==> config.mk <==
export PLATFORM = sky130hd
export DESIGN_NAME = cc_poscomparator_multi
export DESIGN_NICKNAME = d
export VERILOG_FILES = /design/src/rtl/cc_poscomp_pkg.sv /design/src/rtl/cc_poscomp_rowcmp.sv /design/src/rtl/cc_poscomparator_multi.sv
export SDC_FILE = /design/constraint.sdc
export NUM_CORES = 1
export LEC_CHECK = 0
export ABC_AREA = 1
export BUFFER_PORTS_ARGS = -buffer_cell sky130_fd_sc_hd__buf_2
export CAP_MARGIN = 10
export CORE_ASPECT_RATIO = 1.4
export CORE_UTILIZATION = 52
export DETAILED_ROUTE_END_ITERATION = 6
export PLACE_DENSITY_LB_ADDON = 0.25
export SYNTH_ARGS = -nofsm -noshare
export SYNTH_HDL_FRONTEND = slang
export SYNTH_SLANG_ARGS = --single-unit
==> constraint.sdc <==
create_clock -name CC_POSCOMP_CLOCK_50 -period 1.9 [get_ports CC_POSCOMP_CLOCK_50]
set_input_delay 0.285 -clock CC_POSCOMP_CLOCK_50 [delete_from_list [all_inputs] [get_ports CC_POSCOMP_CLOCK_50]]
set_output_delay 0.285 -clock CC_POSCOMP_CLOCK_50 [all_outputs]
set_load 0.1 [all_outputs]
==> src/rtl/cc_poscomp_pkg.sv <==
// Shared types and helpers for the multi-row player position comparator.
package cc_poscomp_pkg;

    typedef enum logic [1:0] {
        ST_ARMED    = 2'd0,
        ST_HIT      = 2'd1,
        ST_COOLDOWN = 2'd2
    } pcState_t;

    localparam logic MODE_EXACT   = 1'b0;
    localparam logic MODE_OVERLAP = 1'b1;

    // Row-select width; a single-row build still carries a 1-bit index.
    function automatic int rselW(input int rows);
        return (rows > 1) ? $clog2(rows) : 1;
    endfunction

    function automatic int cdW(input int cooldown);
        return (cooldown > 1) ? $clog2(cooldown) : 1;
    endfunction

endpackage

==> src/rtl/cc_poscomp_rowcmp.sv <==
// One-row comparator: exact equality or any-common-bit overlap against the player bitmap.
module cc_poscomp_rowcmp
    import cc_poscomp_pkg::*;
#(
    parameter int DATAWIDTH = 8
) (
    input  logic                 mode,
    input  logic [DATAWIDTH-1:0] row,
    input  logic [DATAWIDTH-1:0] posPlayer,
    output logic                 match
);

    logic isEqual;
    logic isOverlap;

    assign isEqual   = (row == posPlayer);
    // An all-zero operand has no set bit to share, so it can never overlap.
    assign isOverlap = |(row & posPlayer);

    assign match = (mode == MODE_OVERLAP) ? isOverlap : isEqual;

endmodule

==> src/rtl/cc_poscomparator_multi.sv <==
// Registered multi-row position comparator with hit pulse, sticky flag and cooldown.
// Optional saturating hit counter is built when CC_POSCOMP_HITCOUNT_EN is defined.
module cc_poscomparator_multi
    import cc_poscomp_pkg::*;
#(
    parameter int DATAWIDTH    = 8,
    parameter int ROWS         = 4,
    parameter int COOLDOWN     = 16,
    parameter int HITCNT_WIDTH = 4
) (
    input  logic                      CC_POSCOMP_CLOCK_50,
    input  logic                      CC_POSCOMP_RESET_InHigh,
    input  logic                      CC_POSCOMP_clear,
    input  logic                      CC_POSCOMP_enable,
    input  logic                      CC_POSCOMP_mode,
    input  logic [ROWS*DATAWIDTH-1:0] CC_POSCOMP_rows,
    input  logic [DATAWIDTH-1:0]      CC_POSCOMP_posplayer,
    input  logic [rselW(ROWS)-1:0]    CC_POSCOMP_playerrow,
    output logic [ROWS-1:0]           CC_POSCOMP_match,
    output logic                      CC_POSCOMP_hit,
    output logic                      CC_POSCOMP_collided,
    output logic                      CC_POSCOMP_busy,
    output logic [HITCNT_WIDTH-1:0]   CC_POSCOMP_hitcount
);

    localparam int RSEL_W   = rselW(ROWS);
    localparam int SEL_SPAN = 1 << RSEL_W;
    localparam int CD_W     = cdW(COOLDOWN);
    localparam logic [CD_W-1:0] CD_LOAD = (COOLDOWN > 0) ? CD_W'(COOLDOWN - 1) : '0;

    logic [ROWS-1:0]     cmp;
    logic [SEL_SPAN-1:0] cmpPad;
    logic                collisionNow;
    logic                enterHit;

    pcState_t            state;
    logic [CD_W-1:0]     cdCnt;
    logic [ROWS-1:0]     matchReg;
    logic                hitReg;
    logic                busyReg;
    logic                collidedReg;

    for (genvar i = 0; i < ROWS; i++) begin : gRow
        cc_poscomp_rowcmp #(
            .DATAWIDTH (DATAWIDTH)
        ) uRowCmp (
            .mode      (CC_POSCOMP_mode),
            .row       (CC_POSCOMP_rows[i*DATAWIDTH +: DATAWIDTH]),
            .posPlayer (CC_POSCOMP_posplayer),
            .match     (cmp[i])
        );
    end

    // Zero padding up to the full index range makes playerrow >= ROWS select a 0.
    assign cmpPad       = SEL_SPAN'(cmp);
    assign collisionNow = CC_POSCOMP_enable & cmpPad[CC_POSCOMP_playerrow];
    assign enterHit     = (state == ST_ARMED) & collisionNow;

    always_ff @(posedge CC_POSCOMP_CLOCK_50 or posedge CC_POSCOMP_RESET_InHigh) begin
        if (CC_POSCOMP_RESET_InHigh) begin
            state       <= ST_ARMED;
            cdCnt       <= '0;
            matchReg    <= '0;
            hitReg      <= 1'b0;
            busyReg     <= 1'b0;
            collidedReg <= 1'b0;
        end else if (CC_POSCOMP_clear) begin
            state       <= ST_ARMED;
            cdCnt       <= '0;
            matchReg    <= '0;
            hitReg      <= 1'b0;
            busyReg     <= 1'b0;
            collidedReg <= 1'b0;
        end else begin
            if (CC_POSCOMP_enable) begin
                matchReg <= cmp;
            end
            case (state)
                ST_ARMED: begin
                    if (collisionNow) begin
                        state       <= ST_HIT;
                        hitReg      <= 1'b1;
                        busyReg     <= 1'b1;
                        collidedReg <= 1'b1;
                    end
                end
                ST_HIT: begin
                    hitReg <= 1'b0;
                    if (COOLDOWN == 0) begin
                        state   <= ST_ARMED;
                        busyReg <= 1'b0;
                    end else begin
                        state <= ST_COOLDOWN;
                        cdCnt <= CD_LOAD;
                    end
                end
                // Counts clock cycles, independent of the game-tick strobe.
                ST_COOLDOWN: begin
                    if (cdCnt == '0) begin
                        state   <= ST_ARMED;
                        busyReg <= 1'b0;
                    end else begin
                        cdCnt <= cdCnt - 1'b1;
                    end
                end
                default: begin
                    state   <= ST_ARMED;
                    hitReg  <= 1'b0;
                    busyReg <= 1'b0;
                end
            endcase
        end
    end

`ifdef CC_POSCOMP_HITCOUNT_EN
    logic [HITCNT_WIDTH-1:0] hitCnt;

    always_ff @(posedge CC_POSCOMP_CLOCK_50 or posedge CC_POSCOMP_RESET_InHigh) begin
        if (CC_POSCOMP_RESET_InHigh) begin
            hitCnt <= '0;
        end else if (CC_POSCOMP_clear) begin
            hitCnt <= '0;
        end else if (enterHit && (hitCnt != '1)) begin
            hitCnt <= hitCnt + 1'b1;
        end
    end

    assign CC_POSCOMP_hitcount = hitCnt;
`else
    logic unusedEnterHit;
    assign unusedEnterHit      = enterHit;
    assign CC_POSCOMP_hitcount = '0;
`endif

    assign CC_POSCOMP_match    = matchReg;
    assign CC_POSCOMP_hit      = hitReg;
    assign CC_POSCOMP_busy     = busyReg;
    assign CC_POSCOMP_collided = collidedReg;

endmodule

==> metrics, run 1 <==
Filler cells=229; total power=0.867 mW; worst vdd rail ir drop=0.000298 V; Distinct cells, synth=23; reg2reg setup slack=0.48 ns; clk buf depth=2; Initial DRC Count=13; Starting Density=55.5%; largest net degree at the start of global routing=14; dpl ws=0.201 ns; Yosys reg bits=13; Fin Hold WS=0.0150 ns; die height=62.4 um; most frequent cells in the layout=53 x buf_2, 36 x nand2_1, 33 x ha_1; worst min path class=in -> async; core area=0.00244 mm2; Synth top area share=30.4%; Pins Over Slew Limit=0; TritonCTS Buffers=3; Setup TNS=0 ns; RSZ-0062 raised after global routing=false; grt ovf=0; Worst Setup End Kind=flop; post-route ant nets=0; WS Path Type=reg -> reg; vias in the first global route=1,295; final core utilization=68.4%; full die area=0.00282 mm2; crit-path leading delay family=flip-flops; share of cells above drive strength 1=28.2%; root buffer cell=clkbuf_4; run status=finished clean; routed len/inst=11.2 um; DRC=0; Data required, critical path=2.07 ns; P&R area growth vs syn=23.2%; antenna violations before repair=0; Critical R2R Launch=cdCnt[0]; FF-to-FF path depth=9; cell leakage power=0.976 nW; Tot GR Track Use=24.4%; clock sink count=13; routability cong.=0.817; # IOs=58; Clk Latency, worst-skew pair=0.28 ns; final instance area=0.00167 mm2; crit share post-route=74.8%; I/O Buffers=53; hold buffer count at cts=0; first-pass GRT wire length=5170 um; WL final=3060 um; Final #Nets=319; Worst Skew=0.00294 ns; crit path DAT=1.59 ns; Area after DPL=0.00165 mm2; critical path cell sequence=inv_1 > ha_1 > inv_1 > nor2_1 > nand2_1 > nand2_1 > a21oi_2 > o21ai_0 > nand2_1; most common cell after layout, fill and taps aside=buf_2; max cap viols=0; CP max stage cell=dfrtp_1; cell accounting for the most synthesized area=ha_1; Crit Path Max Fanout=6; CP Launch Type=flop; CP Buf/Inv Count=2; CTS tree=done; crit-path max cell delay=0.36 ns; CTS H-Tree Depth=1; Cells after Synth=182; Synth area leaders=ha_1 30%, dfrtp_1 24%, nand2_1 10%; clock-pin slew on the worst setup and hold paths=0.08 ns; via count=1,335; Final Instance Count excl. Fillers=272; synth warn=0; Post-CTS Setup Inserts=0; syn_area_per_cell=7.45 um2; register area share after synthesis=24.0%; Final Hold Fails=0; CTS-repair resized insts=0; Detail Placement HPWL=2710 um; Post-Place Cells=268; min Tclk post-route=1.42 ns; vias per cell=4.91; CP most frequent cell=nand2_1; FP Rows=21; Achievable Freq=0.703 GHz; final setup vio count=0; reg2reg end=CC_POSCOMP_busy; DR pass1 iterations=4; pwr/cell area=518 mW/mm2; Netlist Area Pre-Place=0.00136 mm2; Final WS setup=0.478 ns; n_diodes=0; Die Width=45.2 um
Yosys cell counts:
cell type,instances
a21oi_2,1
nand4_1,1
o22ai_1,4
or2_1,1
buf_4,4
inv_1,24
ha_1,33
nor2_4,1
inv_2,2
o21ai_0,6
or2_2,1
nor3_1,2
nand3_2,3
o21ai_1,5
a21oi_1,2
conb_1,1
nor3_2,1
nor2_2,2
dfrtp_1,13
nand3_1,7
or2_0,2
nand2_1,36
nor2_1,30
cell type report:
class / instances / area (um2) / share of cell area [%]
clock buffers: 4 / 26.3 / 1.57
inverters: 26 / 97.6 / 5.84
multi-input cells: 142 / 915 / 54.7
flip-flops and latches: 13 / 325 / 19.5
well taps: 34 / 42.5 / 2.54
repair buffers: 53 / 265 / 15.9
how the worst max path moves through the flow:
stage	start	slack (ns)	to	cells past startpoint
after floorplan	CC_POSCOMP_rows[17]	0.48	CC_POSCOMP_hit	11
after global placement	CC_POSCOMP_posplayer[5]	0.22	CC_POSCOMP_hit	12
after detailed placement	CC_POSCOMP_posplayer[5]	0.20	CC_POSCOMP_hit	12
after CTS	cdCnt[0]	0.48	CC_POSCOMP_busy	9
after global routing	cdCnt[0]	0.29	CC_POSCOMP_busy	9
final	cdCnt[0]	0.48	CC_POSCOMP_busy	9
routing by layer:
| metal | global-route usage [%] | up-vias | routed length, um |
|---|---|---|---|
| li1 | - | 701 | - |
| met1 | 24.8 | 582 | 1120 |
| met2 | 47.1 | 45 | 1760 |
| met3 | 2.60 | 7 | 127 |
| met4 | 9.09 | 0 | 55 |
| met5 | 0 | - | 0 |
registers in the layout (all words and copies together), names as in the netlist:
| signal | count |
|---|---|
| CC_POSCOMP_busy | 1 |
| CC_POSCOMP_collided | 1 |
| CC_POSCOMP_hit | 1 |
| CC_POSCOMP_match | 4 |
| cdCnt | 4 |
| state | 2 |
power breakdown:
part	switching, mW	total, mW	internal, mW	leakage (nW)
clock network	0.0882	0.170	0.0815	0.0150
logic	0.267	0.387	0.120	0.786
registers	0.0120	0.310	0.298	0.175
kinds of logic (layout without fill, tap and decap cells):
family / Yosys count / after routing / synth area share, %
and+or+nand+nor: 87 / 87 / 28.6
buffers and inverters: 30 / 83 / 9.41
other: 1 / 4 / 0.276
DFF: 13 / 13 / 24.0
AOI/OAI and AO/OA: 18 / 18 / 7.29
adders and majority gates: 33 / 33 / 30.4
Note: power is estimated with default switching activity, not from simulation.
==> inputs of run 2 (changes only) <==
--- a/config.mk
+++ b/config.mk
@@ -9,7 +9,7 @@
 export BUFFER_PORTS_ARGS = -buffer_cell sky130_fd_sc_hd__buf_2
 export CAP_MARGIN = 10
 export CORE_ASPECT_RATIO = 1.4
-export CORE_UTILIZATION = 52
+export CORE_UTILIZATION = 43
 export DETAILED_ROUTE_END_ITERATION = 6
 export PLACE_DENSITY_LB_ADDON = 0.25
 export SYNTH_ARGS = -nofsm -noshare
==> constraint.sdc (replaced) <==
create_clock -name CC_POSCOMP_CLOCK_50 -period 1.1 [get_ports CC_POSCOMP_CLOCK_50]
set_input_delay 0.165 -clock CC_POSCOMP_CLOCK_50 [delete_from_list [all_inputs] [get_ports CC_POSCOMP_CLOCK_50]]
set_output_delay 0.165 -clock CC_POSCOMP_CLOCK_50 [all_outputs]
set_load 0.1 [all_outputs]
==> metrics, run 2 (synthesis gave the netlist of run 1 again) <==
run status=complete, but fails checks; failing checks=setup timing; TritonCTS Buffers=3 (unchanged); WL final=5270 um (+72%); Tot GR Track Use=28.5% (+4.0 points); largest net degree at the start of global routing=14 (unchanged); Worst Setup End Kind=flop; worst vdd rail ir drop=0.000683 V (+130%); share of cells above drive strength 1=61.5% (+33 points); most common cell after layout, fill and taps aside=buf_2; Clk Latency, worst-skew pair=0.26 ns (-0.02 ns); Rel. slew slack=65.3%; Worst Skew=0.00627 ns (+0.00333 ns); final instance area=0.00263 mm2 (+57%); CTS H-Tree Depth=1 (unchanged); DRC=0 (unchanged); post-route ant nets=0 (unchanged); via count=1,588 (+19%); Crit Path Max Fanout=2 (-4); Final Hold Fails=0 (unchanged); most frequent cells in the layout=34 x buf_2, 33 x ha_4, 28 x nand2_1; CP max stage cell=ha_4; vias per cell=5.40 (+10%); CTS tree=done; Final Instance Count excl. Fillers=294 (+8.1%); root buffer cell=clkbuf_8; vias in the first global route=1,659 (+28%); Post-Place Cells=277 (+3.4%); crit path DAT=1.49 ns (-0.10 ns); routability cong.=0.831 (+1.7%); Area after DPL=0.00222 mm2 (+35%); crit-path max cell delay=0.22 ns (-0.14 ns); Achievable Freq=0.738 GHz; clk buf depth=2 (unchanged); actual slew at the worst max-slew pin=0.520 ns; die height=68.5 um (+9.6%); final setup vio count=11 (+11); crit share post-route=123%; final core utilization=89.6% (+21 points); # IOs=58 (unchanged); RSZ-0062 raised after global routing=true; Starting Density=46.2% (-9.3 points); Initial DRC Count=61 (+48); dpl ws=-0.514 ns (-0.715 ns); Pins Over Slew Limit=0 (unchanged); WS Path Type=in -> reg; Final #Nets=338 (+6.0%); core area=0.00294 mm2 (+20%); antenna violations before repair=0 (unchanged); clock-pin slew on the worst setup and hold paths=0.06 ns (-0.02 ns); critical path cell sequence=buf_2 > ha_4 > nor2_1 > nand2_1 > o21ai_2 > nand3_2 > nand3_2 > nand3_4 > nand2_2 > nand2_2 > nand2_2 > nand2_1; Detail Placement HPWL=3530 um (+30%); pwr/cell area=855 mW/mm2 (+65%); n_diodes=0 (unchanged); max cap viols=0 (unchanged); cell leakage power=1.16 nW (+19%); I/O Buffers=53 (unchanged); worst min path class=in -> reg; CP most frequent cell=nand2_2; grt ovf=0 (unchanged); Final WS setup=-0.256 ns (-0.734 ns); FP Rows=23 (+9.5%); routed len/inst=17.9 um (+60%); P&R area growth vs syn=94.0%; CP Launch Type=input port; full die area=0.00339 mm2 (+20%); Die Width=49.5 um (+9.5%); Setup TNS=-1.65 ns (-1.65 ns); min Tclk post-route=1.36 ns; first-pass GRT wire length=7010 um (+36%); clock sink count=13 (unchanged); Data required, critical path=1.24 ns (-0.83 ns); Filler cells=138 (-40%); DR pass1 iterations=5 (+1)
[run 2: changes by cell type in the layout (fill, tap and decap cells not counted), sizes merged]
cell,previous run,this run
buf,53,71
dlygate4sd3,0,1
[run 2: final timing paths]
path | endpoint | slack [ns] | start | depth (start not counted)
worst min register to register | CC_POSCOMP_busy | 0.55 | CC_POSCOMP_busy | 2
worst max-delay path | CC_POSCOMP_hit | -0.26 | CC_POSCOMP_rows[11] | 12
max in group asynchronous | CC_POSCOMP_busy | 0.24 | CC_POSCOMP_RESET_InHigh | 3
min in group asynchronous | cdCnt[0] | 0.48 | CC_POSCOMP_RESET_InHigh | 3
worst max register to register | cdCnt[0] | -0.23 | cdCnt[1] | 9
worst min-delay path | state[1] | 0.16 | CC_POSCOMP_clear | 2
[run 2: area by class of cell]
cell class                 count  area, um2  area share (%)
multi-input combinational    142       1510            57.2
sequential                    13        332            12.6
tap                           37       46.3            1.76
timing repair buffer          72        603            22.9
inverter                      26        100            3.80
clock buffer                   4       45.0            1.71
[run 2: critical path: cells and delay by family]
kind,cells,cell delay [ns]
compound gates,1,0.18
fa+ha+maj,1,0.22
buf+inv,1,0.12
simple gates,9,0.81
[run 2: layer usage]
layer | vias up | global-route usage (%) | wire length (um)
met1 | 744 | 24.8 | 1680
met5 | - | 0 | 0
li1 | 737 | - | -
met4 | 0 | 11.8 | 243
met2 | 82 | 62.2 | 3040
met3 | 25 | 4.89 | 313
[run 2: metrics by stage]
| stage | total power [mW] | hold WS, ns |
|---|---|---|
| 3_5_place_dp | 1.49 | 0.221 |
| 6_report | 2.25 | 0.157 |
| 5_1_grt | 2.33 | 0.164 |
| 2_1_floorplan | 1.09 | 0.0416 |
| 4_1_cts | 2.06 | 0.161 |
| 3_3_place_gp | 1.45 | 0.210 |
[run 2: timing repair]
item,in CTS,in global routing
setup buffers,7,6
gates resized for setup,38,31
cloned,0,0
hold buffers,1,0
hold endpoints to repair,13,0
pin swaps,19,30
setup endpoints to repair,9,10
[run 2: power by group]
group | total (mW) | internal, mW | switching, mW
Clock | 0.449 | 0.257 | 0.192
Sequential | 0.556 | 0.518 | 0.0379
Combinational | 1.24 | 0.553 | 0.690
